## src/rtl/ifeedback_lock_sequencer_pkg.sv

```systemverilog
// Shared definitions for the I-only feedback loop lock sequencer.
// Contents: gain/error widths, control-rail limits, state encoding,
// and small helpers for window detection and saturating counts.
package ifeedback_lock_sequencer_pkg;

  localparam int unsigned GAIN_W = 21;
  localparam int unsigned ERR_W  = 14;
  localparam int unsigned CNT_W  = 32;

  localparam logic signed [ERR_W-1:0] RAIL_HI = 14'sh1FFF;  //  8191
  localparam logic signed [ERR_W-1:0] RAIL_LO = 14'sh2000;  // -8192

  typedef enum logic [2:0] {
    ST_IDLE      = 3'd0,
    ST_ACQUIRE   = 3'd1,
    ST_LOCKED    = 3'd2,
    ST_RESETTING = 3'd3,
    ST_FAULT     = 3'd4
  } state_t;

  // Magnitude taken in ERR_W+1 bits so -8192 does not overflow.
  function automatic logic in_window(input logic signed [ERR_W-1:0] err,
                                     input int unsigned window);
    logic signed [ERR_W:0] wide;
    logic [ERR_W:0] mag;
    wide = err;
    mag  = wide[ERR_W] ? unsigned'(-wide) : unsigned'(wide);
    return (CNT_W'(mag) <= window);
  endfunction

  function automatic logic is_railed(input logic signed [ERR_W-1:0] ctl);
    return (ctl == RAIL_HI) || (ctl == RAIL_LO);
  endfunction

  function automatic logic [CNT_W-1:0] sat_inc(input logic [CNT_W-1:0] c);
    return (c == '1) ? c : c + 1'b1;
  endfunction

endpackage

```

## src/rtl/ifeedback_lock_sequencer_gain_ramp_stepper.sv

```systemverilog
// gain_ramp_stepper: walks a signed gain toward a target by RAMP_STEP once
// every RAMP_INTERVAL advancing cycles, landing exactly on the target.
// Ports:
//   clock    in   system clock
//   reset    in   synchronous active-high reset (gain 0, interval count 0)
//   clear    in   force gain 0 and restart the interval count
//   advance  in   count this cycle toward the next ramp tick (low = frozen)
//   target   in   signed target gain
//   gain     out  registered signed gain
module gain_ramp_stepper
  import ifeedback_lock_sequencer_pkg::*;
#(
  parameter int unsigned RAMP_STEP     = 64,
  parameter int unsigned RAMP_INTERVAL = 256
) (
  input  logic                     clock,
  input  logic                     reset,
  input  logic                     clear,
  input  logic                     advance,
  input  logic signed [GAIN_W-1:0] target,
  output logic signed [GAIN_W-1:0] gain
);

  localparam logic signed [GAIN_W:0]   STEP_W = (GAIN_W+1)'(RAMP_STEP);
  localparam logic signed [GAIN_W-1:0] STEP_G = GAIN_W'(RAMP_STEP);
  localparam logic [CNT_W-1:0]         LAST   = CNT_W'(RAMP_INTERVAL - 1);

  logic [CNT_W-1:0]         interval_cnt;
  logic signed [GAIN_W:0]   diff;
  logic signed [GAIN_W-1:0] stepped;

  // Difference in one extra bit; a full step is only taken when it cannot
  // pass the target, otherwise the gain snaps onto the target.
  always_comb begin
    diff = {target[GAIN_W-1], target} - {gain[GAIN_W-1], gain};
    if (diff > STEP_W)
      stepped = gain + STEP_G;
    else if (diff < -STEP_W)
      stepped = gain - STEP_G;
    else
      stepped = target;
  end

  always_ff @(posedge clock) begin
    if (reset || clear) begin
      interval_cnt <= '0;
      gain         <= '0;
    end else if (advance) begin
      if (interval_cnt >= LAST) begin
        interval_cnt <= '0;
        gain         <= stepped;
      end else begin
        interval_cnt <= interval_cnt + 1'b1;
      end
    end
  end

endmodule

```

## src/rtl/ifeedback_lock_sequencer.sv

```systemverilog
// ifeedback_lock_sequencer: supervisory controller for one I-only feedback
// loop. Ramps the I gain to the host target, declares lock after a run of
// in-window error, and re-acquires (integrator reset) on loss or railing,
// giving up into FAULT after MAX_RETRIES re-acquires.
// Ports:
//   clock          in   system clock
//   reset          in   synchronous active-high reset
//   enable         in   host loop enable
//   holdRequest    in   freeze integrator and sequencer
//   targetGain     in   signed host target I gain (21b)
//   errorIn        in   signed loop error monitor (14b)
//   controlIn      in   signed loop control output (14b)
//   iGainOut       out  signed gain to loop (21b)
//   intResetOut    out  integrator reset to loop
//   intHoldOut     out  integrator hold to loop
//   lockedOut      out  high in LOCKED
//   faultOut       out  high in FAULT
//   stateOut       out  IDLE=0 ACQUIRE=1 LOCKED=2 RESETTING=3 FAULT=4
//   retryCountOut  out  re-acquires since last IDLE/LOCKED entry
module ifeedback_lock_sequencer
  import ifeedback_lock_sequencer_pkg::*;
#(
  parameter int unsigned RAMP_STEP     = 64,
  parameter int unsigned RAMP_INTERVAL = 256,
  parameter int unsigned LOCK_WINDOW   = 32,
  parameter int unsigned LOCK_COUNT    = 4096,
  parameter int unsigned UNLOCK_COUNT  = 1024,
  parameter int unsigned RAIL_COUNT    = 65536,
  parameter int unsigned RESET_CYCLES  = 64,
  parameter int unsigned MAX_RETRIES   = 7
) (
  input  logic                     clock,
  input  logic                     reset,
  input  logic                     enable,
  input  logic                     holdRequest,
  input  logic signed [GAIN_W-1:0] targetGain,
  input  logic signed [ERR_W-1:0]  errorIn,
  input  logic signed [ERR_W-1:0]  controlIn,
  output logic signed [GAIN_W-1:0] iGainOut,
  output logic                     intResetOut,
  output logic                     intHoldOut,
  output logic                     lockedOut,
  output logic                     faultOut,
  output logic [2:0]               stateOut,
  output logic [3:0]               retryCountOut
);

  state_t           state, state_d;
  logic [CNT_W-1:0] lock_cnt, lock_d;
  logic [CNT_W-1:0] unlock_cnt, unlock_d;
  logic [CNT_W-1:0] rail_cnt, rail_d;
  logic [CNT_W-1:0] rst_cnt, rst_d;
  logic [3:0]       retry, retry_d;

  logic running, held, in_win, railed, at_target, rail_hit;
  logic running_d, step_clear, step_advance;

  assign running   = (state == ST_ACQUIRE) || (state == ST_LOCKED);
  assign held      = holdRequest && running;
  assign in_win    = in_window(errorIn, LOCK_WINDOW);
  assign railed    = is_railed(controlIn);
  assign at_target = (iGainOut == targetGain);

  always_comb begin
    state_d  = state;
    lock_d   = lock_cnt;
    unlock_d = unlock_cnt;
    rail_d   = rail_cnt;
    rst_d    = rst_cnt;
    retry_d  = retry;
    rail_hit = 1'b0;

    if (running && !held) begin
      rail_d   = railed ? sat_inc(rail_cnt) : '0;
      rail_hit = (rail_d >= RAIL_COUNT);
    end

    unique case (state)
      ST_IDLE: state_d = ST_ACQUIRE;
      ST_ACQUIRE: begin
        if (!held) begin
          lock_d = (in_win && at_target) ? sat_inc(lock_cnt) : '0;
          if (rail_hit)
            state_d = ST_RESETTING;
          else if (lock_d >= LOCK_COUNT)
            state_d = ST_LOCKED;
        end
      end
      ST_LOCKED: begin
        if (!held) begin
          unlock_d = in_win ? '0 : sat_inc(unlock_cnt);
          // Rail and unlock limits share one transition, so one retry.
          if (rail_hit || (unlock_d >= UNLOCK_COUNT))
            state_d = ST_RESETTING;
        end
      end
      ST_RESETTING: begin
        if ((rst_cnt + 1'b1) >= RESET_CYCLES)
          state_d = (retry >= 4'(MAX_RETRIES)) ? ST_FAULT : ST_ACQUIRE;
        else
          rst_d = rst_cnt + 1'b1;
      end
      ST_FAULT: state_d = ST_FAULT;
      default:  state_d = ST_IDLE;
    endcase

    if (!enable || (targetGain == '0))
      state_d = ST_IDLE;

    if ((state_d == ST_IDLE) || ((state_d == ST_LOCKED) && (state != ST_LOCKED)))
      retry_d = '0;
    else if ((state_d == ST_RESETTING) && (state != ST_RESETTING))
      retry_d = (retry == 4'hF) ? retry : retry + 4'd1;

    // Rail run is allowed to span ACQUIRE<->LOCKED; everything else restarts.
    if (state_d != state) begin
      lock_d   = '0;
      unlock_d = '0;
      rst_d    = '0;
    end
    if ((state_d != ST_ACQUIRE) && (state_d != ST_LOCKED))
      rail_d = '0;
  end

  assign running_d    = (state_d == ST_ACQUIRE) || (state_d == ST_LOCKED);
  assign step_clear   = !running_d;
  assign step_advance = running && !held && running_d;

  gain_ramp_stepper #(
    .RAMP_STEP     (RAMP_STEP),
    .RAMP_INTERVAL (RAMP_INTERVAL)
  ) u_stepper (
    .clock   (clock),
    .reset   (reset),
    .clear   (step_clear),
    .advance (step_advance),
    .target  (targetGain),
    .gain    (iGainOut)
  );

  always_ff @(posedge clock) begin
    if (reset) begin
      state       <= ST_IDLE;
      lock_cnt    <= '0;
      unlock_cnt  <= '0;
      rail_cnt    <= '0;
      rst_cnt     <= '0;
      retry       <= '0;
      intResetOut <= 1'b1;
      intHoldOut  <= 1'b0;
      lockedOut   <= 1'b0;
      faultOut    <= 1'b0;
    end else begin
      state       <= state_d;
      lock_cnt    <= lock_d;
      unlock_cnt  <= unlock_d;
      rail_cnt    <= rail_d;
      rst_cnt     <= rst_d;
      retry       <= retry_d;
      intResetOut <= !running_d;
      intHoldOut  <= holdRequest && running_d;
      lockedOut   <= (state_d == ST_LOCKED);
      faultOut    <= (state_d == ST_FAULT);
    end
  end

  assign stateOut      = state;
  assign retryCountOut = retry;

endmodule
```

## config.mk

```make
export PLATFORM = sky130hd
export DESIGN_NAME = ifeedback_lock_sequencer
export DESIGN_NICKNAME = d
export VERILOG_FILES = /design/src/rtl/ifeedback_lock_sequencer_pkg.sv /design/src/rtl/ifeedback_lock_sequencer_gain_ramp_stepper.sv /design/src/rtl/ifeedback_lock_sequencer.sv
export SDC_FILE = /design/constraint.sdc
export NUM_CORES = 1
export LEC_CHECK = 0
export ABC_AREA = 1
export BUFFER_PORTS_ARGS = -buffer_cell sky130_fd_sc_hd__buf_2
export CORE_MARGIN = 2
export CORE_UTILIZATION = 40
export DETAILED_ROUTE_END_ITERATION = 8
export SKIP_LAST_GASP = 1
export SLEW_MARGIN = 40
export SYNTH_ARGS = -nofsm -noshare
export SYNTH_HDL_FRONTEND = slang
export SYNTH_SLANG_ARGS = --single-unit
```

## constraint.sdc

```tcl
create_clock -name clock -period 5.89 [get_ports clock]
set_input_delay 0.589 -clock clock [delete_from_list [all_inputs] [get_ports clock]]
set_output_delay 0.589 -clock clock [all_outputs]
set_load 0.01 [all_outputs]
```

==> impl_metrics.ini, run 1 <==
[power]
vdd_drop_max_mv = 0.203
leakagePower_nw = 6.24
p_per_area_nw_per_um2 = 174

[sta]
final_hold_viol_count = 0
finalCritPeriodShare_pct = 80.9
maxSlewViolCount = 0
fin_skew_ns = 0.0145
rsz0062_at_grt = false
tns_ns = 0
max_freq_ghz = 0.210
setup_viol = 0
min_period_ns = 4.77
slew_headroom_pct = 49.6
tightest_slew_ns = 0.736

[outcome]
status = finished, final reports clean

[yosys]
synth_area_um2 = 14800
ys_ff_latch = 192
netlist_top_cells_area = dfxtp_1 (26%), nand2_1 (16%), nor2_1 (7.9%)
synthFlopType = dfxtp_1
synth_edf_count = 0
yosysTopAreaCellShare_pct = 26.0
ys_seq_area_share_pct = 26.0
synth.distinct_cells = 59
ys_warn_count = 0
synthCells = 2386
syn_nets = 2470
synth.avg_cell_area_um2 = 6.18
yosysTopAreaCell = dfxtp_1
async_reset_ff_share_pct = 0

[floorplan]
io_pins = 85
num_rows = 70
die_area_um2 = 38400
coreArea_um2 = 36400
die_w_um = 196
die_h_um = 196
initial_core_util_pct = 40.5

[clock_network]
cts_num_sinks = 192
cts_tree = built
h-tree-depth = 4
root_buffer = clkbuf_16
cts_made_buffers = 17
clk_pin_slew_ns = 0.09
clk-insertion-delay-late_ns = 0.46
cts_resized = 0
ctsHoldBuffers = 0
post_cts_buffers = 0
clockBufferDepth = 2

[route]
wl_per_cell_um = 14.2
routed_wl_mm = 41.4
via_count = 15161
drc = 0
avgViaCountPerCell = 5.22
drt_pass1_iterations = 7
dr.first_iter.drc_count = 965
ant_nets = 0

[grt]
grt_pass1_wl_mm = 69.0
grt_max_degree = 76
grt_pass1_vias = 14232
grt_use_total_pct = 21.6
antenna_found_initial = 2
overflow = 0

[placement]
placed_area_um2 = 15400
io_buffers = 84
place_hpwl_mm = 30.8
gp_congestion = 0.913

[worst_hold_path]
hp-class = in -> reg

[cells_and_area]
design_area_um2 = 16000
fin_nets = 2504
drive_gt1_share_pct = 9.86
area_delta_synth_final_pct = 8.76

[worst_setup_path]
end_kind = register
r2r_slack_ns = 1.12
cp.arrival_ns = 5.11
worst-setup-path-type = reg -> reg
critPathLaunchType = register
cp_max_fo = 46
required_ns = 6.24

[job]
cap_violations = 0
-- routing by layer --
layer	up-vias	track usage [%]	share of wire (%)	wire length, um
met3	41	3.37	3.9	1610
met5	-	0	0	0
met4	0	6.40	1.8	755
met2	284	35.9	46	19100
met1	6956	28.9	48	19900
li1	7880	-	-	-
-- logic make-up after synthesis --
kind of cell	share of synthesized area (%)
AOI/OAI and AO/OA	10.9
xor gates and xnor gates	5.76
adders and majority gates	2.63
buffers and inverters	10.3
DFF	26.0
and+or+nand+nor	44.3
-- final cells by class --
type	instances	area [um2]
diodes	2	5.00
clock buffers	18	439
clock inverters	14	188
fillers	3851	20400
inverters	278	1050
multi-input cells	1838	9430
flip-flops and latches	192	3840
well taps	468	586
repair buffers	93	513
-- cell usage after synthesis, types with 6 or more instances --
cell,instances
inv_2,6
nand3_1,175
nor2_1,309
nor3_2,42
a21oi_1,128
nand3b_1,11
nand2_2,9
o311ai_0,6
nor3_1,131
inv_1,268
buf_6,15
nand2_1,611
ha_1,31
or2_2,16
o21ai_1,6
dfxtp_1,192
nand4_1,51
nor2_4,6
buf_2,24
nor2_2,8
buf_4,8
xnor2_1,24
nand3_2,8
xor2_1,73
nor4_1,26
clkbuf_1,28
o21ai_0,96
o211ai_1,13
-- registers in the layout (all words and copies together) (netlist names) --
| register | count |
|---|---|
| stateOut | 3 |
| rail_cnt | 32 |
| intHoldOut | 1 |
| u_stepper.gain | 21 |
| retryCountOut | 4 |
| lockedOut | 1 |
| intResetOut | 1 |
| rst_cnt | 32 |
| unlock_cnt | 32 |
| u_stepper.interval_cnt | 32 |
| faultOut | 1 |
| lock_cnt | 32 |
-- report_power, final --
group / leakage [nW] / internal (W) / switching (W)
Combinational: 4.39 / 0.0000787 / 0.000191
Sequential: 1.55 / 0.00130 / 0.00000254
Clock: 0.301 / 0.000590 / 0.000634
-- through the flow --
stage / total power [W] / instances / util [%] / hold WS, ns / worst slack (ns)
after detailed placement: 0.00160 / 2869 / 42.3 / 0.428 / 0.897
after floorplan: 0.00152 / 2386 / - / 0.417 / 2.61
after CTS: 0.00283 / 2901 / 44.0 / 0.366 / 1.10
final: 0.00280 / 2903 / 44.0 / 0.398 / 1.12
after global placement: 0.00160 / 2869 / 42.3 / 0.426 / 1.10
after global routing: 0.00292 / 2903 / 44.0 / 0.388 / 0.556
-- worst max-delay path, stage by stage, from the launching register on --
cell and delay (ns):
dfxtp_1 0.48, inv_1 0.14, ha_1 0.43, nand2_1 0.12, inv_1 0.09, nand2_1 0.07
nor2_1 0.25, nand3_1 0.11, nor2_1 0.21, inv_1 0.11, nor2_4 0.41, o21ai_0 0.21
nand2_1 0.11, nor2_1 0.04, nand2_1 0.08, nand3_1 0.10, nand2_1 0.10, nand3_2 0.07
nand2_1 0.06, nand2_1 0.07, nand3_2 0.12, nand2_4 0.09, nand2_4 0.41, clkinv_2 0.46
nand2_1 0.21, o21ai_1 0.08
-- placed cells by master (no fill, tap or decap), types with 13 or more instances in the layout --
cell,netlist,routed
buf_2,24,84
xnor2_1,24,24
nor4_1,26,26
dfxtp_1,192,192
nand4_1,51,51
clkbuf_16,0,17
nor2_1,309,307
o21ai_0,96,96
nor3_2,42,42
xor2_1,73,73
nor3_1,131,131
inv_1,268,267
nand2_1,611,609
o211ai_1,13,13
a21oi_1,128,128
ha_1,31,31
nand3_1,175,175
or2_2,16,16
-- final timing paths --
path                                                           endpoint                               startpoint  depth (start not counted)
worst max-delay path                     u_stepper.gain[6]$_SDFFE_PP0P_           u_stepper.gain[8]$_SDFFE_PP0P_                         25
worst min-delay path                             stateOut[0]$_SDFF_PP0_                                    reset                          2
worst max register to register           u_stepper.gain[6]$_SDFFE_PP0P_           u_stepper.gain[8]$_SDFFE_PP0P_                         25
worst min register to register  u_stepper.interval_cnt[30]$_SDFFE_PP0P_  u_stepper.interval_cnt[30]$_SDFFE_PP0P_                          2
No activity file was read; power rests on OpenSTA's default activity.
==> run 2: changes to the inputs <==
Clock period 5.89 ns to 4.7 ns, I/O delays scaled along.
==> run 2 against run 1 <==
Total power up 25%. Worst setup slack worse by 0.53 ns. Sequential power up 25%. Critical path depth down 3. Non-clock buffer count up 9. Largest power group unchanged. Global-route usage about the same. Register-to-register slack worse by 0.53 ns. Final area up 0.35%. Combinational power up 28%. Hold slack worse by 0.13 ns.
==> impl_metrics.ini, run 2 (synthesis results as in run 1) <==
[outcome]
status = finished, final reports clean

[sta]
tightest_slew_ns = 0.836
rsz0062_at_grt = false
final_hold_viol_count = 0
timing.hold.ws_ns = 0.264
finalCritPeriodShare_pct = 87.4
max_freq_ghz = 0.243
fin_skew_ns = 0.0146
setup_viol = 0
setup_slack_ns = 0.593
min_period_ns = 4.11
slew_headroom_pct = 42.8
tns_ns = 0
maxSlewViolCount = 0

[placement]
placedCellCount = 2878
pre_cts_slack_ns = 0.304
gp_congestion = 0.911
io_buffers = 84
place_hpwl_mm = 30.8

[cells_and_area]
n_fill_cell = 3855
fin_cells = 2911
drive_gt1_share_pct = 10.2
final-seq-area_um2 = 3840
fin_nets = 2514
area_delta_synth_final_pct = 9.14
final_cell_mix = nand2_1 (611), nor2_1 (307), inv_1 (267)
final_common_cell = nand2_1
antenna_cells_inserted = 0
multi_input_area_um2 = 9430

[job]
cap_violations = 0

[clock_network]
cts_made_buffers = 17
cts_num_sinks = 192
ctsHoldBuffers = 0
clk-insertion-delay-late_ns = 0.47
root_buffer = clkbuf_16
cts_tree = built
h-tree-depth = 4
clockBufferDepth = 2
clk_pin_slew_ns = 0.08

[worst_hold_path]
hp-class = in -> reg
worst_hold_path.endpoint = u_stepper.gain[0]$_SDFFE_PP0P_
hp-start = targetGain[0]
min_path_cells = 3

[worst_setup_path]
cp_max_fo = 19
cp.arrival_ns = 4.51
worst-setup-path-type = reg -> reg
end_kind = register
r2r-end = rail_cnt[27]$_SDFFE_PP0P_
r2r_slack_ns = 0.59
r2r-start = u_stepper.gain[17]$_SDFFE_PP0P_
critPathLaunchType = register
r2r_cells = 22
critical_path.startpoint = u_stepper.gain[17]$_SDFFE_PP0P_
required_ns = 5.10

[grt]
grt_use_total_pct = 21.6
overflow = 0
grt_pass1_vias = 13928
antenna_found_initial = 0
grt_pass1_wl_mm = 68.7
grt_max_degree = 65

[floorplan]
initial_core_util_pct = 40.5
num_rows = 70
io_pins = 85
die_area_um2 = 38400
die_h_um = 196
coreArea_um2 = 36400
die_w_um = 196

[route]
dr.first_iter.drc_count = 1074
avgViaCountPerCell = 5.21
routed_wl_mm = 41.3
drt_pass1_iterations = 5
drc = 0
via_count = 15164
ant_nets = 0
wl_per_cell_um = 14.2

[power]
p_per_area_nw_per_um2 = 217
leakagePower_nw = 6.28
vdd_drop_max_mv = 0.300
[run 2: cell types whose count changed in the layout (fill, tap and decap cells not counted), sizes merged]
cell / change
buf: +9
bufinv: +1
clkinv: -4
clkinvlp: +1
diode: -2
inv: +2
nor2: +1
[run 2: area by class of cell]
type	count	area share (%)
clock buffers	18	2.73
inverters	278	6.51
multi-input cells	1839	58.6
flip-flops and latches	192	23.9
repair buffers	102	3.76
well taps	468	3.64
clock inverters	14	0.925
[run 2: repair_timing]
| action | 4_1_cts | 5_1_grt |
|---|---|---|
| resized for setup | 0 | 2 |
| buffers inserted | 0 | 0 |
| endpoints found under the setup margin | 0 | 26 |
[run 2: worst max-delay path: stages, from the launching register on]
cell and delay, ns:
dfxtp_1 0.41, clkinv_1 0.22, ha_1 0.42, nand2_1 0.07, nor3_1 0.33, nand3_1 0.14
nor2_1 0.24, inv_1 0.18, nor2_4 0.26, o21ai_0 0.15, nand2_1 0.10, nor2_1 0.04
nand2_1 0.08, nand3_1 0.09, nand2_1 0.08, nand3_2 0.07, a21oi_1 0.19, nand3_1 0.15
nand2_4 0.14, nand2_4 0.17, inv_4 0.25, o21ai_0 0.12, a21oi_1 0.12
[run 2: per-layer routing]
| metal | part of all wire, % | up-vias | track usage, % |
|---|---|---|---|
| li1 | - | 7912 | - |
| met5 | 0 | - | 0 |
| met3 | 4.1 | 56 | 3.23 |
| met1 | 49 | 6860 | 29.1 |
| met2 | 45 | 336 | 35.7 |
| met4 | 2.0 | 0 | 6.45 |
[run 2: how the worst max path moves through the flow]
stage / end / slack (ns) / cells after the start
final: rail_cnt[27]$_SDFFE_PP0P_ / 0.59 / 22
after global routing: rail_cnt[28]$_SDFFE_PP0P_ / 0.01 / 22
after CTS: u_stepper.gain[6]$_SDFFE_PP0P_ / 0.34 / 23
after detailed placement: u_stepper.gain[6]$_SDFFE_PP0P_ / 0.30 / 26
after global placement: u_stepper.gain[6]$_SDFFE_PP0P_ / 0.49 / 26
after floorplan: u_stepper.gain[14]$_SDFFE_PP0P_ / 1.45 / 26
[run 2: through the flow]
stage / total power (W) / util [%] / instance area [um2]
2_1_floorplan: 0.00191 / - / 14800
3_3_place_gp: 0.00201 / 42.5 / 15500
3_5_place_dp: 0.00201 / 42.6 / 15500
4_1_cts: 0.00353 / 44.2 / 16100
5_1_grt: 0.00364 / 44.2 / 16100
6_report: 0.00349 / 44.2 / 16100
[run 2: report_power, final]
part	switching, W	internal (W)
logic	0.000240	0.000105
clock network	0.000753	0.000765
registers	0.00000287	0.00163
total	0.000996	0.00250
